<file path="src/rtl/fetch_pkg.sv">
// Shared definitions for the instruction fetch queue.
// Holds the fetch FSM state encoding and the default fetch address step.
package fetch_pkg;

    typedef enum logic {
        RUN   = 1'b0,
        FLUSH = 1'b1
    } state_t;

    localparam int FETCH_ADDR_STEP = 2;

endpackage

</file>
<file path="src/rtl/fetch_queue_if.sv">
// Fetch queue bus: redirect input, memory request/return, decoder handshake.
// master = fetch_queue side, slave = surrounding pipeline / memory side.
interface fetch_queue_if #(
    parameter int SIZE  = 16,
    parameter int DEPTH = 4
);
    localparam int CW = $clog2(DEPTH + 1);

    logic            redirect;
    logic [SIZE-1:0] redirect_pc;
    logic            mem_req;
    logic [SIZE-1:0] mem_addr;
    logic            mem_gnt;
    logic [SIZE-1:0] mem_rdata;
    logic            instr_valid;
    logic [SIZE-1:0] instr_word;
    logic [SIZE-1:0] instr_pc;
    logic            instr_ready;
    logic [CW-1:0]   count;

    modport master (
        input  redirect, redirect_pc, mem_gnt, mem_rdata, instr_ready,
        output mem_req, mem_addr, instr_valid, instr_word, instr_pc, count
    );

    modport slave (
        output redirect, redirect_pc, mem_gnt, mem_rdata, instr_ready,
        input  mem_req, mem_addr, instr_valid, instr_word, instr_pc, count
    );

endinterface

</file>
<file path="src/rtl/fetch_queue_sync_fifo.sv">
// Synchronous FIFO used as fetch queue storage (power-of-two depth).
// Ports: clk, rst, flush, push/push_data, pop, head_data, count.
module sync_fifo #(
    parameter int WIDTH = 32,
    parameter int DEPTH = 4,
    localparam int CW = $clog2(DEPTH + 1),
    localparam int PW = $clog2(DEPTH)
) (
    input  logic             clk,
    input  logic             rst,
    input  logic             flush,
    input  logic             push,
    input  logic [WIDTH-1:0] push_data,
    input  logic             pop,
    output logic [WIDTH-1:0] head_data,
    output logic [CW-1:0]    count
);

    logic [WIDTH-1:0] mem [DEPTH];
    logic [PW-1:0]    rd_ptr;
    logic [PW-1:0]    wr_ptr;
    logic             clr;
    logic             do_push;
    logic             do_pop;

    assign clr     = rst || flush;
    assign do_pop  = pop && (count != '0);
    assign do_push = push && ((count != CW'(DEPTH)) || do_pop);

    always_ff @(posedge clk) begin
        if (clr) begin
            rd_ptr <= '0;
            wr_ptr <= '0;
            count  <= '0;
        end else begin
            if (do_push) wr_ptr <= wr_ptr + PW'(1);
            if (do_pop)  rd_ptr <= rd_ptr + PW'(1);
            count <= count + CW'(do_push) - CW'(do_pop);
        end
    end

    always_ff @(posedge clk) begin
        if (do_push && !clr) mem[wr_ptr] <= push_data;
    end

    assign head_data = mem[rd_ptr];

endmodule

</file>
<file path="src/rtl/fetch_queue.sv">
// Instruction fetch queue: issues sequential fetches, tags returns with pc.
// Ports: clk, rst, RST_VEC, bus (redirect, mem req/gnt/rdata, instr handshake, count).
module fetch_queue
    import fetch_pkg::*;
#(
    parameter int SIZE      = 16,
    parameter int DEPTH     = 4,
    parameter int ADDR_STEP = FETCH_ADDR_STEP
) (
    input  logic            clk,
    input  logic            rst,
    input  logic [SIZE-1:0] RST_VEC,
    fetch_queue_if.master   bus
);

    localparam int CW = $clog2(DEPTH + 1);

    state_t          state;
    logic [SIZE-1:0] fetch_pc;
    logic [SIZE-1:0] inflight_pc;
    logic            inflight;
    logic [CW-1:0]   fill;
    logic [2*SIZE-1:0] head;
    logic            room;
    logic            req;
    logic            accept;
    logic            has_head;
    logic            push;
    logic            pop;

    // Outstanding request reserves a slot so its return can never overflow.
    assign room     = (int'(fill) + int'(inflight)) < DEPTH;
    assign req      = !rst && (state == RUN) && room;
    assign accept   = req && bus.mem_gnt;
    assign has_head = !rst && (fill != '0);
    assign push     = inflight && !bus.redirect && !rst;
    assign pop      = has_head && bus.instr_ready && !bus.redirect;

    sync_fifo #(
        .WIDTH (2 * SIZE),
        .DEPTH (DEPTH)
    ) u_fifo (
        .clk       (clk),
        .rst       (rst),
        .flush     (bus.redirect),
        .push      (push),
        .push_data ({inflight_pc, bus.mem_rdata}),
        .pop       (pop),
        .head_data (head),
        .count     (fill)
    );

    always_ff @(posedge clk) begin
        if (rst) begin
            state       <= RUN;
            fetch_pc    <= {RST_VEC[SIZE-1:1], 1'b0};
            inflight    <= 1'b0;
            inflight_pc <= '0;
        end else if (bus.redirect) begin
            // Dropping inflight kills any return, including one granted now.
            state    <= FLUSH;
            fetch_pc <= {bus.redirect_pc[SIZE-1:1], 1'b0};
            inflight <= 1'b0;
        end else begin
            state    <= RUN;
            inflight <= accept;
            if (accept) begin
                inflight_pc <= fetch_pc;
                fetch_pc    <= fetch_pc + SIZE'(ADDR_STEP);
            end
        end
    end

    assign bus.mem_req     = req;
    assign bus.mem_addr    = fetch_pc;
    assign bus.instr_valid = has_head;
    assign bus.instr_word  = has_head ? head[SIZE-1:0] : '0;
    assign bus.instr_pc    = has_head ? head[2*SIZE-1:SIZE] : '0;
    assign bus.count       = fill;

endmodule

</file>
<file path="src/flat_wrapper.sv">
// flat-port wrapper written by rule: the top's interface ports become plain ports
module fetch_queue_flat import fetch_pkg::*;
#(
    parameter int SIZE      = 16,
    parameter int DEPTH     = 4,
    parameter int ADDR_STEP = FETCH_ADDR_STEP
)
  (clk, rst, RST_VEC, bus_redirect, bus_redirect_pc, bus_mem_gnt, bus_mem_rdata, bus_instr_ready, bus_mem_req, bus_mem_addr, bus_instr_valid, bus_instr_word, bus_instr_pc, bus_count);
  fetch_queue_if #(.SIZE(SIZE), .DEPTH(DEPTH)) bus_i ();
  input  logic clk;
  input  logic rst;
  input  logic [SIZE-1:0] RST_VEC;
  input wire logic [$bits(bus_i.redirect)-1:0] bus_redirect;
  input wire logic [$bits(bus_i.redirect_pc)-1:0] bus_redirect_pc;
  input wire logic [$bits(bus_i.mem_gnt)-1:0] bus_mem_gnt;
  input wire logic [$bits(bus_i.mem_rdata)-1:0] bus_mem_rdata;
  input wire logic [$bits(bus_i.instr_ready)-1:0] bus_instr_ready;
  output wire logic [$bits(bus_i.mem_req)-1:0] bus_mem_req;
  output wire logic [$bits(bus_i.mem_addr)-1:0] bus_mem_addr;
  output wire logic [$bits(bus_i.instr_valid)-1:0] bus_instr_valid;
  output wire logic [$bits(bus_i.instr_word)-1:0] bus_instr_word;
  output wire logic [$bits(bus_i.instr_pc)-1:0] bus_instr_pc;
  output wire logic [$bits(bus_i.count)-1:0] bus_count;
  assign bus_i.redirect = bus_redirect;
  assign bus_i.redirect_pc = bus_redirect_pc;
  assign bus_i.mem_gnt = bus_mem_gnt;
  assign bus_i.mem_rdata = bus_mem_rdata;
  assign bus_i.instr_ready = bus_instr_ready;
  assign bus_mem_req = bus_i.mem_req;
  assign bus_mem_addr = bus_i.mem_addr;
  assign bus_instr_valid = bus_i.instr_valid;
  assign bus_instr_word = bus_i.instr_word;
  assign bus_instr_pc = bus_i.instr_pc;
  assign bus_count = bus_i.count;
  fetch_queue #(.SIZE(SIZE), .DEPTH(DEPTH), .ADDR_STEP(ADDR_STEP)) u_core (.clk(clk), .rst(rst), .RST_VEC(RST_VEC), .bus(bus_i));
endmodule
</file>
<file path="config.mk">
export PLATFORM = sky130hd
export DESIGN_NAME = fetch_queue_flat
export DESIGN_NICKNAME = d
export VERILOG_FILES = /design/src/rtl/fetch_pkg.sv /design/src/rtl/fetch_queue_if.sv /design/src/rtl/fetch_queue_sync_fifo.sv /design/src/rtl/fetch_queue.sv /design/src/flat_wrapper.sv
export SDC_FILE = /design/constraint.sdc
export NUM_CORES = 1
export LEC_CHECK = 0
export CORE_MARGIN = 1
export CORE_UTILIZATION = 50
export DETAILED_ROUTE_END_ITERATION = 6
export DONT_BUFFER_PORTS = 1
export SETUP_SLACK_MARGIN = 0.1
export SLEW_MARGIN = 20
export SYNTH_ARGS = -nofsm -noshare
export SYNTH_HDL_FRONTEND = slang
export SYNTH_SLANG_ARGS = --single-unit
</file>
<file path="constraint.sdc">
create_clock -name clk -period 3.7 [get_ports clk]
set_input_delay 0.74 -clock clk [delete_from_list [all_inputs] [get_ports clk]]
set_output_delay 0.74 -clock clk [all_outputs]
set_load 0.1 [all_outputs]
</file>
==> flow_summary.toml, run 1 <==
[timing]
finalHoldViolations = 0
setup_viol = 0
drv_slew = 0
clock_skew_ps = 5.41
worstMarginPinSlew_ps = 1070
fmax_ghz = 0.334
rsz0062_at_grt = "false"
timing.final.crit_period_ps = 3000
post-route-period-util_pct = 81.0
relSlewSlack_pct = 28.8
tns_ps = 0

[clocking]
cts_sinks = 165
path_clk_slew_ps = 60
numCtsBuffers = 17
postCtsHoldBufs = 0
htreeDepth = 4
cts_tree = "done"
cts_resized = 0
cts_buffer_depth = 2
clock-root-buffer = "clkbuf_16"
cts_setup_buffers = 0
clk_latency_ps = 420

[global_route]
gr-total-overflow = 0
gr-usage-all-layers_pct = 18.9
grt_max_degree = 39
grt_pass1_wl_um = 19700
first_global_vias = 3662
antenna_found_initial = 0

[flow_run]
maxCapViolCount = 0

[setup_path]
required_ps = 2960
crit_path_start_kind = "register"
critPathMaxFanout = 31
crit_type = "reg -> out"
slowest_delay_ps = 580
cp_slowest_cell = "mux4_2"
critPathArrivalTime_ps = 2260
cp_cell_sequence = "buf_4, mux4_2, and3_1, buf_12"
crit_path_end_kind = "output pin"

[routing]
vias = 3609
drt-initial-drc-count = 148
first_pass_iters = 4
post_drt_wl_per_cell_um = 18.4
vias_per_cell = 5.44
wirelength_um = 12200
route.antenna.remaining_nets = 0
drc_errors = 0

[yosys]
seq_area_frac_synth_pct = 68.7
synth-main-ff-cell = "edfxtp_1"
synth_seq_cells = 165
synth_area_um2 = 6830
synth-simple-area-share_pct = 9.20
synth.avg_cell_area_um2 = 16.0
synth-async-reset-ratio_pct = 0
synth_compound_area_share_pct = 2.82
synth_edf_count = 139
yosys_warnings = 0
synth_cells = 426
synthXorXnorAreaFrac_pct = 1.92
synth.distinct_cells = 41
synthMuxAreaShare_pct = 13.2
synth_top_family_by_area = "multiplexers"
synthAdderAreaFrac_pct = 1.76

[cells_and_area]
final_cell_area_um2 = 8330
num-fill-cells = 969
area_delta_synth_final_pct = 22.0
diodes = 0
final_nets = 536
drive_above_1_share_pct = 26.3

[power]
ir_drop_mv = 0.365
powerDensity_nw_per_um2 = 492
p_leak_nw = 3.01
power.total_w = 0.00409

[outcome]
outcome = "completed"

[die]
rows = 42
dieWidth_um = 119
io_pins = 106
dieArea_um2 = 14100
start_util_pct = 51.4
core_um2 = 13300
die_h_um = 119

[placed_design]
place_area_um2 = 7750
portBuffers = 0
gp_congestion = 0.802
hpwl_um = 7570

[hold_path]
hold_path.class = "in -> reg"
-- critical path, delay by kind of cell (launching register included) --
kind	cells	cell delay, ps
DFF	1	310
buffers and inverters	2	690
muxes	1	580
and+or+nand+nor	1	250
-- worst paths after layout --
check | startpoint | end | slack [ps] | cells past startpoint
worst max-delay path | register | bus_instr_pc[6] | 700 | 4
worst min-delay path | bus_mem_rdata[10] | u_core.u_fifo.mem[1][10] | 410 | 0
worst max register to register | u_core.u_fifo.count[2] | u_core.u_fifo.count[1] | 950 | 10
worst min register to register | u_core.inflight_pc[6] | u_core.inflight_pc[6] | 500 | 2
-- cells in the final DEF, fill, tap and decap left out, drive strengths merged, types with 2 or more instances in the layout --
master,n
dfxtp,26
nand3,7
inv,13
bufinv,2
mux4,31
buf,55
and2,8
ha,8
xor2,9
conb,2
o21ai,12
xnor2,6
and3,34
edfxtp,139
clkbuf,17
o22ai,2
a22oi,8
and4,2
a21oi,4
mux2i,19
nor2,12
clkinvlp,4
clkinv,6
nand4,6
nand2,41
-- synth_stat cells, drive strengths merged, types with 2 or more instances --
| master | count | area share (%) |
|---|---|---|
| a21oi | 4 | 0.29 |
| a22oi | 8 | 0.95 |
| and2 | 8 | 0.73 |
| and3 | 34 | 3.1 |
| and4 | 2 | 0.26 |
| buf | 11 | 0.90 |
| clkbuf | 16 | 0.88 |
| dfxtp | 26 | 7.6 |
| edfxtp | 139 | 61 |
| ha | 8 | 1.5 |
| inv | 9 | 0.49 |
| mux2i | 19 | 2.8 |
| mux4 | 31 | 10 |
| nand2 | 41 | 2.3 |
| nand3 | 7 | 0.51 |
| nand4 | 6 | 0.55 |
| nor2 | 12 | 0.66 |
| o21ai | 12 | 0.88 |
| o22ai | 2 | 0.18 |
| xnor2 | 6 | 0.77 |
| xor2 | 9 | 1.2 |
-- state kept, by name, summed over array words and instances (netlist names), named ones only --
signal and count:
u_core.u_fifo.count 3, u_core.bus.mem_addr 15, u_core.inflight 1, u_core.inflight_pc 15, u_core.u_fifo.rd_ptr 2, u_core.u_fifo.wr_ptr 2
u_core.u_fifo.mem 124, u_core.state 1
-- where the power goes --
part	switching [W]	internal [W]	total [W]
Combinational	0.000208	0.0000689	0.000277
Clock	0.000704	0.000996	0.00170
Sequential	0.0000675	0.00205	0.00212
-- kinds of logic after synthesis --
kind of cell	count (synthesis)
compound gates	30
xor+xnor	15
fa+ha+maj	9
buf+inv	37
flops	165
mux	51
other cells	1
simple gates	118
-- metal layers --
layer	routed length, um	GRT usage [%]	up-vias
met5	0	0	-
met4	154	7.91	0
met3	689	6.32	12
met2	6070	29.6	113
met1	5310	24.4	1747
li1	-	-	1737
-- stage by stage --
stage	std cells	util (%)	hold slack (ps)	setup WS (ps)
global placement	631	58.3	478	913
global route	663	62.7	384	529
CTS	663	62.7	393	621
floorplan	427	-	460	296
detailed placement	631	58.3	487	852
finish	663	62.7	412	702
-- layout make-up --
cell class	count	area, um2	area share [%]
Inverter	10	37.5	0.451
Sequential cell	165	4700	56.4
Clock buffer	17	425	5.11
Multi-Input combinational cell	225	2000	24.0
Clock inverter	15	155	1.86
Tap cell	176	220	2.64
Timing Repair Buffer	55	801	9.61
Power figures use the tool's default switching activity.
==> run 2: changes to the inputs <==
- PLACE_DENSITY: not set -> 0.68
- clock period: 3.7 -> 2.6 ns (I/O delays scaled with it)
==> flow_summary.toml, run 2 (synthesis results as in run 1) <==
[clocking]
clk_latency_ps = 420
htreeDepth = 4
cts_sinks = 165
postCtsHoldBufs = 0
cts_tree = "done"
cts_buffer_depth = 2
clock-root-buffer = "clkbuf_16"
path_clk_slew_ps = 60
cts_setup_buffers = 0
numCtsBuffers = 17

[timing]
rsz0062_at_grt = "true"
timing.final.crit_period_ps = 2470
finalHoldViolations = 0
tns_ps = 0
relSlewSlack_pct = 42.0
post-route-period-util_pct = 94.9
fmax_ghz = 0.405
drv_slew = 0
clock_skew_ps = 5.10
worstMarginPinSlew_ps = 870
setup_viol = 0

[die]
io_pins = 106
core_um2 = 13300
die_h_um = 119
rows = 42
dieArea_um2 = 14100
start_util_pct = 51.4
dieWidth_um = 119

[cells_and_area]
drive_above_1_share_pct = 34.4
top_register = "u_core.u_fifo.mem"
mostFrequentLayoutCell = "edfxtp_1"
largest_reg_flops = 124
final_cell_area_um2 = 8560
final_nets = 546
final_cell_mix = "139 x edfxtp_1, 41 x nand2_1, 34 x buf_12, 31 x mux4_2, 27 x buf_4"
diodes = 0
num-fill-cells = 921
area_delta_synth_final_pct = 25.3

[routing]
vias_per_cell = 5.63
first_pass_iters = 4
drt-initial-drc-count = 247
wirelength_um = 12800
route.antenna.remaining_nets = 0
drc_errors = 0
post_drt_wl_per_cell_um = 19.0
vias = 3788

[hold_path]
holdPathEnd = "u_core.u_fifo.mem[3][8]"
hold_path.class = "in -> reg"
hp-start = "bus_mem_rdata[8]"
hold_depth = 0

[global_route]
grt_max_degree = 40
antenna_found_initial = 0
gr-usage-all-layers_pct = 19.6
first_global_vias = 3926
grt_pass1_wl_um = 20500
gr-total-overflow = 0

[setup_path]
critPathMaxFanout = 15
required_ps = 2080
rr_endpoint = "u_core.u_fifo.count[1]"
crit_path_start_kind = "register"
r2r_setup_slack_ps = 460
critPathArrivalTime_ps = 1950
crit_type = "reg -> out"
r2r-start = "u_core.u_fifo.count[1]"
r2r_cells = 7
crit_path_end_kind = "output pin"

[placed_design]
place_area_um2 = 7900
hpwl_um = 7570
portBuffers = 0
gp_congestion = 0.788

[flow_run]
maxCapViolCount = 0

[power]
p_leak_nw = 3.05
powerDensity_nw_per_um2 = 683
ir_drop_mv = 0.479

[outcome]
outcome = "completed"
## run 2: cell count changes in the layout (fill, tap and decap cells not counted), moves of 4 or more
cell,delta
and3_1,-29
and3_2,+22
clkinv_2,+5
and3_4,+7
inv_6,-4
## run 2: cell type report
type / count / area [um2] / area share (%)
Clock inverter: 10 / 106 / 1.24
Multi-Input combinational cell: 225 / 2070 / 24.1
Inverter: 10 / 41.3 / 0.482
Timing Repair Buffer: 65 / 958 / 11.2
Clock buffer: 22 / 464 / 5.42
Tap cell: 176 / 220 / 2.57
Sequential cell: 165 / 4700 / 54.9
## run 2: power by group
part | internal, W | switching [W] | total, W
Sequential | 0.00292 | 0.0000500 | 0.00297
Clock | 0.00145 | 0.000957 | 0.00241
Combinational | 0.000113 | 0.000351 | 0.000463
## run 2: worst max-delay path by stage
| stage | from | endpoint | cells past startpoint |
|---|---|---|---|
| final | register | bus_instr_word[3] | 4 |
| after global routing | register | bus_instr_word[14] | 4 |
| after CTS | register | bus_instr_pc[4] | 4 |
| after detailed placement | bus_redirect | u_core.u_fifo.count[1] | 8 |
| after global placement | bus_redirect | u_core.u_fifo.count[2] | 9 |
| after floorplan | u_core.u_fifo.count[1] | bus_mem_req | 4 |
## run 2: timing repair
item | in CTS | in global routing
cloned | 1 | 1
setup endpoints to repair | 31 | 22
resized for setup | 2 | 9
## run 2: through the flow
stage	setup WS [ps]	total power (W)	util, %	instances	hold slack, ps
after floorplan	130	0.00338	-	427	460
after global placement	317	0.00348	59.4	639	468
after detailed placement	270	0.00349	59.4	639	490
after CTS	90.7	0.00587	63.9	672	177
after global routing	64.3	0.00600	64.4	673	177
final	132	0.00584	64.4	673	189
## run 2: worst max-delay path: stages (launching register included)
cell and delay, ps:
dfxtp_4 420, buf_16 190, mux4_2 500, and3_2 240, buf_12 160
## run 2: metal layers
layer  GRT usage (%)  up-vias  routed length (um)  part of all wire, %
met2            33.3      116                6570                   51
met3            4.89       18                 604                  4.7
met5               0        -                   0                    0
met4            8.23        0                 206                  1.6
li1                -     1756                   -                    -
met1            24.0     1898                5430                   42
